<file path="src/rtl/ring4b_monitor_pkg.sv">
// Shared definitions for the ring4b monitor: FSM state encoding, rotation
// direction constants and a width helper.
`default_nettype none

package ring4b_monitor_pkg;

  typedef enum logic [1:0] {
    SEARCH  = 2'd0,
    ACQUIRE = 2'd1,
    LOCKED  = 2'd2
  } state_e;

  localparam int DIR_LEFT  = 0;
  localparam int DIR_RIGHT = 1;

  // Ceiling log2 with a floor of 1 so single-value ranges still get a bit.
  function automatic int clog2_min1(input int value);
    int r;
    r = 0;
    while ((1 << r) < value) r++;
    if (r == 0) r = 1;
    return r;
  endfunction

endpackage

`default_nettype wire

</file>
<file path="src/rtl/ring4b_monitor_onehot_dec.sv">
// Combinational one-hot decoder: flags whether the code has exactly one bit set
// and returns the position of that bit.
`default_nettype none

module ring4b_monitor_onehot_dec
  import ring4b_monitor_pkg::*;
#(
  parameter int N = 4,
  localparam int IDX_W = clog2_min1(N)
) (
  input  logic [N-1:0]     q_i,
  output logic             legal_o,
  output logic [IDX_W-1:0] idx_o
);

  logic seen;
  logic multi;

  // OR-ing indices is exact whenever only one bit is set; otherwise idx is unused.
  always_comb begin
    seen  = 1'b0;
    multi = 1'b0;
    idx_o = '0;
    for (int i = 0; i < N; i++) begin
      if (q_i[i]) begin
        multi = multi | seen;
        seen  = 1'b1;
        idx_o = idx_o | IDX_W'(i);
      end
    end
    legal_o = seen & ~multi;
  end

endmodule

`default_nettype wire

</file>
<file path="src/rtl/ring4b_monitor.sv">
// Receive-side checker for a one-hot ring counter: decodes the code, flags
// illegal and out-of-sequence samples, tracks lock and counts errors.
`default_nettype none

module ring4b_monitor
  import ring4b_monitor_pkg::*;
#(
  parameter int N        = 4,
  parameter int DIR      = DIR_LEFT,
  parameter int LOCK_CNT = 3,
  parameter int ERR_W    = 8,
  localparam int IDX_W   = clog2_min1(N)
) (
  input  logic             Clk,
  input  logic             Ori,
  input  logic             En,
  input  logic [N-1:0]     Q,
  output logic [IDX_W-1:0] Idx,
  output logic             Valid,
  output logic             Illegal,
  output logic             SeqErr,
  output logic             Locked,
  output logic [ERR_W-1:0] ErrCnt
);

  localparam int GOOD_W = clog2_min1(LOCK_CNT + 1);

  state_e             state_q, state_d;
  logic [GOOD_W-1:0]  good_q, good_d;
  logic [N-1:0]       prev_q, prev_d;
  logic [IDX_W-1:0]   idx_q, idx_d;
  logic               valid_q, valid_d;
  logic               illegal_q, illegal_d;
  logic               seqerr_q, seqerr_d;
  logic [ERR_W-1:0]   errcnt_q, errcnt_d;

  logic               dec_legal;
  logic [IDX_W-1:0]   dec_idx;
  logic [N-1:0]       expected;
  logic               in_seq;

  ring4b_monitor_onehot_dec #(.N(N)) u_dec (
    .q_i     (Q),
    .legal_o (dec_legal),
    .idx_o   (dec_idx)
  );

  // A repeated code never equals its own rotation, so a stuck counter reads as out of sequence.
  assign expected = (DIR == DIR_RIGHT) ? {prev_q[0], prev_q[N-1:1]}
                                       : {prev_q[N-2:0], prev_q[N-1]};
  assign in_seq   = (Q == expected);

  always_comb begin
    state_d   = state_q;
    good_d    = good_q;
    prev_d    = prev_q;
    idx_d     = idx_q;
    valid_d   = valid_q;
    illegal_d = 1'b0;
    seqerr_d  = 1'b0;
    errcnt_d  = errcnt_q;

    if (En) begin
      if (!dec_legal) begin
        illegal_d = 1'b1;
        valid_d   = 1'b0;
        state_d   = SEARCH;
        good_d    = '0;
      end else begin
        idx_d   = dec_idx;
        valid_d = 1'b1;
        prev_d  = Q;
        case (state_q)
          SEARCH: begin
            good_d  = GOOD_W'(1);
            state_d = (LOCK_CNT <= 1) ? LOCKED : ACQUIRE;
          end
          ACQUIRE: begin
            if (in_seq) begin
              if (good_q >= GOOD_W'(LOCK_CNT - 1)) begin
                good_d  = GOOD_W'(LOCK_CNT);
                state_d = LOCKED;
              end else begin
                good_d = good_q + GOOD_W'(1);
              end
            end else begin
              seqerr_d = 1'b1;
              good_d   = GOOD_W'(1);
            end
          end
          LOCKED: begin
            if (!in_seq) begin
              seqerr_d = 1'b1;
              good_d   = GOOD_W'(1);
              state_d  = ACQUIRE;
            end
          end
          default: begin
            state_d = SEARCH;
            good_d  = '0;
          end
        endcase
      end

      if ((illegal_d || seqerr_d) && (errcnt_q != {ERR_W{1'b1}})) begin
        errcnt_d = errcnt_q + ERR_W'(1);
      end
    end
  end

  always_ff @(posedge Clk or posedge Ori) begin
    if (Ori) begin
      state_q   <= SEARCH;
      good_q    <= '0;
      prev_q    <= '0;
      idx_q     <= '0;
      valid_q   <= 1'b0;
      illegal_q <= 1'b0;
      seqerr_q  <= 1'b0;
      errcnt_q  <= '0;
    end else begin
      state_q   <= state_d;
      good_q    <= good_d;
      prev_q    <= prev_d;
      idx_q     <= idx_d;
      valid_q   <= valid_d;
      illegal_q <= illegal_d;
      seqerr_q  <= seqerr_d;
      errcnt_q  <= errcnt_d;
    end
  end

  assign Idx     = idx_q;
  assign Valid   = valid_q;
  assign Illegal = illegal_q;
  assign SeqErr  = seqerr_q;
  assign Locked  = (state_q == LOCKED);
  assign ErrCnt  = errcnt_q;

endmodule

`default_nettype wire

</file>
<file path="config.mk">
export PLATFORM = sky130hd
export DESIGN_NAME = ring4b_monitor
export DESIGN_NICKNAME = d
export VERILOG_FILES = /design/src/rtl/ring4b_monitor_pkg.sv /design/src/rtl/ring4b_monitor_onehot_dec.sv /design/src/rtl/ring4b_monitor.sv
export SDC_FILE = /design/constraint.sdc
export NUM_CORES = 1
export LEC_CHECK = 0
export ABC_CLOCK_PERIOD_IN_PS = 2000
export CORE_ASPECT_RATIO = 2
export CORE_MARGIN = 8
export CORE_UTILIZATION = 40
export DETAILED_ROUTE_END_ITERATION = 8
export DONT_BUFFER_PORTS = 1
export GPL_ROUTABILITY_DRIVEN = 0
export PLACE_DENSITY = 0.63
export SYNTH_ARGS = -nofsm -noshare
export SYNTH_HDL_FRONTEND = slang
export SYNTH_SLANG_ARGS = --single-unit
</file>
<file path="constraint.sdc">
create_clock -name Clk -period 2 [get_ports Clk]
set_input_delay 0.4 -clock Clk [delete_from_list [all_inputs] [get_ports Clk]]
set_output_delay 0.4 -clock Clk [all_outputs]
set_load 0.05 [all_outputs]
</file>
# Yosys cells after proc, flatten, opt, wreduce, memory -nomap -nowiden
# Cells that the tools add are included.
# totals
register_bits,21
inputBits,7
output_inout_bits,14
wordCells,58
# classes
addsub,2
order_cmp,1
n_eq_ne,7
mux,28
n_bitwise,4
reduce_logical,8
# ops
cell,n
2-to-1 mux 2 bit,9
2-to-1 mux 1 bit,17
one-hot mux 2 bit (3 select lines),2
"inequality test 3 bit, second input constant",3
"adder 8 x 1 -> 8 bit, second input constant",1
"inequality test 8 bit, second input constant",1
AND reduction 2 bit,3
== test 4 bit,1
AND reduction 4 bit,1
"adder 2 x 1 -> 2 bit, second input constant",1
"== test 2 x 1 -> 1 bit, second input constant",1
"== test 2 bit, second input constant",1
"greater-or-equal comparator 2 bit, second input constant",1
zero test 2 bit,1
bitwise OR 1 bit,2
OR reduction 2 bit,1
AND 1 bit,1
logical AND 1 bit,1
logical OR 1 bit,1
inverter 1 bit,1

# Depth between registers and ports, before layout
# logic_depth
word_depth,13
ltp_mapped,6
mapped_depth_nobuf,6

# By module
# A second synthesis with hierarchy kept.
# unflattened
cells_unflattened,93
hier_area_um2,1073.5
# by_module_without_submodules
mod,instances,cells_each,area_per_inst_um2,seq_area_each_um2
ring4b_monitor,1,87,1019.7,525.5
ring4b_monitor_onehot_dec,1,6,53.8,0.0

# Worst setup path before layout
# No wires, ideal clock.
# synth_timing
kind,flip-flop to flip-flop
from,register errcnt_q[0] (netlist: ErrCnt[0])
to,register errcnt_q[4] (netlist: ErrCnt[4])
setup_time_ps,147
t_arrival_ps,1685
t_required_ps,1853
setup_slack_ps,168
stages_incl_launch_ff,7
path_buffers,0
synth_period_minus_slack_ps,1832
path_cell_list,dfrtp_1 ha_1 nand3_1 o21ai_0 a21oi_4 nor2b_1 xor2_1
# synth_via
elab_chain_cells,3
elab_cells_between_ends,4
classes_between,add/sub (1); eq/ne (1); reduce/logical (2)
# synth_rtl
item,line_no,source
start: declaration,ring4b_monitor.sv:35,"logic [ERR_W-1:0] errcnt_q, errcnt_d;"
start signal: assignment,ring4b_monitor.sv:129,errcnt_q <= errcnt_d;
"parallel branches: the longest is 3 deep, another holds adder 8 x 1 -> 8 bit",n/a,
# Parallel ways; which one is timed is not known.
# A chain may end at the register's enable or synchronous reset.

# Final worst setup path
# layout_timing
from,register prev_q[3]
to,register state_q[1]
# layout_via
elab_chain_cells,3
elab_cells_between_ends,4
classes_between,eq/ne (3); reduce/logical (1)
# layout_rtl
item,line_no,source
start: declaration,ring4b_monitor.sv:30,"logic [N-1:0] prev_q, prev_d;"
start signal: assignment,ring4b_monitor.sv:124,prev_q <= prev_d;
== test 4 bit *,ring4b_monitor.sv:51,assign in_seq = (Q == expected);
inequality test 3 bit (no line),n/a,
AND reduction 4 bit (no line) *,n/a,
end signal: assignment,ring4b_monitor.sv:122,state_q <= state_d;
end: declaration,ring4b_monitor.sv:28,"state_e state_q, state_d;"
# Mark *: on every way between the ends. The rest lies on a longest branch, timed or not.

==> flow_metrics.py <==
metrics = {
    "clocking": {
        "cts_buffers": 3,
        "cts_resized": 0,
        "cts-root-buf": "clkbuf_8",
        "clk_latency_ns": 0.26,
        "cts_tree": "yes",
        "post_cts_buffers": 0,
        "cts.reportedPaths.clkPinSlew_ns": 0.08,
        "cts_hold_buf": 0,
        "clock-sinks": 21,
        "clockBufferDepth": 2,
        "cts_htree_levels": 1,
    },
    "route": {
        "route.detailed.drc": 0,
        "wl_per_cell_um": 15.9,
        "viasPerCell": 5.32,
        "ant_nets": 0,
        "drtPass1Iterations": 2,
        "vias": 750,
        "routed_wl_mm": 2.24,
        "drt-initial-drc-count": 7,
    },
    "floorplan": {
        "die_area_um2": 4980,
        "start_util_pct": 41.9,
        "die_w_um": 54.1,
        "die_y_um": 92.2,
        "pin_count": 21,
        "core.rowCount": 27,
        "core-area_um2": 2770,
    },
    "timing": {
        "final_max_slew_viol_count": 0,
        "max-slew-margin-rel_pct": 47.8,
        "post-route-period-util_pct": 84.0,
        "finalSetupViolations": 0,
        "skew_ns": 0.00941,
        "rsz0062_at_grt": "false",
        "post-route-min-period_ns": 1.68,
        "worst_pin_slew_ns": 0.782,
        "fmax_mhz": 595,
        "hold_violations": 0,
        "finalSetupTns_ns": 0,
    },
    "critical_path": {
        "required_ns": 2.18,
        "crit_arrival_ns": 1.86,
        "path_max_fanout": 5,
        "reg2regPathDepth": 5,
        "crit_path_start_kind": "flop",
        "rr_endpoint": "state_q[1]",
        "crit_type": "flop to flop",
        "r2r_slack_ns": 0.32,
        "endpoint_kind": "flop",
        "r2r-start": "prev_q[3]",
    },
    "layout": {
        "drive_gt1_share_pct": 25.9,
        "instances_no_fill": 141,
        "stdcell_area_um2": 1310,
        "seqCellArea_um2": 526,
        "multiInputGateArea_um2": 603,
        "area_growth_pct": 12.5,
        "antenna_cells": 0,
        "layout.nets": 126,
        "fillers": 259,
    },
    "job": {
        "maxCapViolations": 0,
    },
    "power": {
        "leakage_uw": 0.000585,
        "powerDensity_nw_per_um2": 1210,
        "ir_worst_vdd_uv": 835,
    },
    "placement": {
        "place.port_buffers": 0,
        "place_area_um2": 1260,
        "dpl.hpwl_mm": 1.80,
        "dp_cells": 137,
    },
    "yosys": {
        "synth.area.top_cells": "dfrtp_1 45%, ha_1 6.5%, xnor2_1 4.5%",
        "synth_area_um2": 1160,
        "yosysMostFrequentCell": "dfrtp_1",
        "yosysUniqueCellTypes": 31,
        "netlist_instances": 100,
        "synth_top_area_cell": "dfrtp_1",
        "synth-edff-count": 0,
        "synth_flop_cell": "dfrtp_1",
        "ys_async_sr_fraction_pct": 100,
        "avgSynthCellArea_um2": 11.6,
        "yosysTopAreaCellShare_pct": 45.3,
        "yosys_register_bits": 21,
        "synthTopCellsByCount": "21 x dfrtp_1, 9 x nand2_1, 7 x inv_1",
        "synthesis.nets": 113,
        "yosysWarningCount": 0,
        "ys_seq_area_share_pct": 45.3,
    },
    "global_routing": {
        "grt_max_degree": 22,
        "antenna_found_initial": 0,
        "first_global_vias": 823,
        "grtUsageTotal_pct": 9.64,
        "grt_pass1_wl_mm": 3.69,
        "grt_overflow_total": 0,
    },
    "status": {
        "outcome": "finished clean",
    },
    "min_path": {
        "min_path_type": "primary input to async pin",
    },
}
## cell families after synthesis
logic type | Yosys count | synth area share, %
simple gates | 32 | 17.8
flops | 21 | 45.3
compound gates | 14 | 11.1
xor+xnor | 12 | 9.71
buf+inv | 8 | 2.70
mux | 7 | 6.90
fa+ha+maj | 6 | 6.47
## routing by layer
metal	wire length [um]	global-route usage, %	vias to the layer above
li1	-	-	367
met1	839	9.10	370
met2	1240	17.6	11
met3	136	3.24	2
met4	24	3.72	0
met5	0	0	-
## worst max-delay path by stage
stage,endpoint,from,cells after the start
2_1_floorplan,ErrCnt[4],ErrCnt[0],6
3_3_place_gp,ErrCnt[1],Q[0],4
3_5_place_dp,ErrCnt[1],Q[0],4
4_1_cts,ErrCnt[1],prev_q[3],4
5_1_grt,state_q[1],prev_q[2],5
6_report,state_q[1],prev_q[3],5
## worst max-delay path, cell delays in order, from the launching register on
cell     delay (ns)
dfrtp_1        0.40
xor2_2         0.18
nor4_4         0.38
a21oi_1        0.12
or3_4          0.35
mux2i_1        0.17
## final cells by class
type	instances	area share, %
clock inverters	1	0.384
inverters	7	2.01
multi-input cells	71	46.2
clock buffers	3	3.16
repair buffers	9	5.18
well taps	29	2.78
flip-flops and latches	21	40.3
## power breakdown
| group | internal, uW | leakage [uW] | switching [uW] |
|---|---|---|---|
| combinational | 221 | 0.000295 | 427 |
| sequential | 528 | 0.000264 | 120 |
| clock | 139 | 0.0000255 | 139 |
## through the flow
stage	hold WS (ns)	utilization (%)	setup WS, ns	total power (uW)
3_3_place_gp	0.476	45.4	0.226	1300
5_1_grt	0.218	47.1	0.221	1650
3_5_place_dp	0.486	45.4	0.187	1310
4_1_cts	0.204	47.1	0.303	1600
2_1_floorplan	0.377	-	0.168	1140
6_report	0.162	47.1	0.320	1570
## state kept, by name, summed over array words and instances, names as in the netlist
signal,cells
Idx,2
SeqErr,1
prev_q,4
Illegal,1
good_q,2
Valid,1
state_q,2
ErrCnt,8
## layout by cell type (no fill, tap or decap), types with 3 or more instances in the layout
cell      Yosys  routed
nor2_1        6       6
nand4_1       3       3
clkbuf_8      0       3
ha_1          6       6
o21ai_0       6       6
dfrtp_1      21      21
nand2_1       9       9
buf_4         0       9
xor2_1        5       5
mux2_2        4       4
inv_1         7       7
xnor2_1       6       6
(Power assumes the default switching activity.)
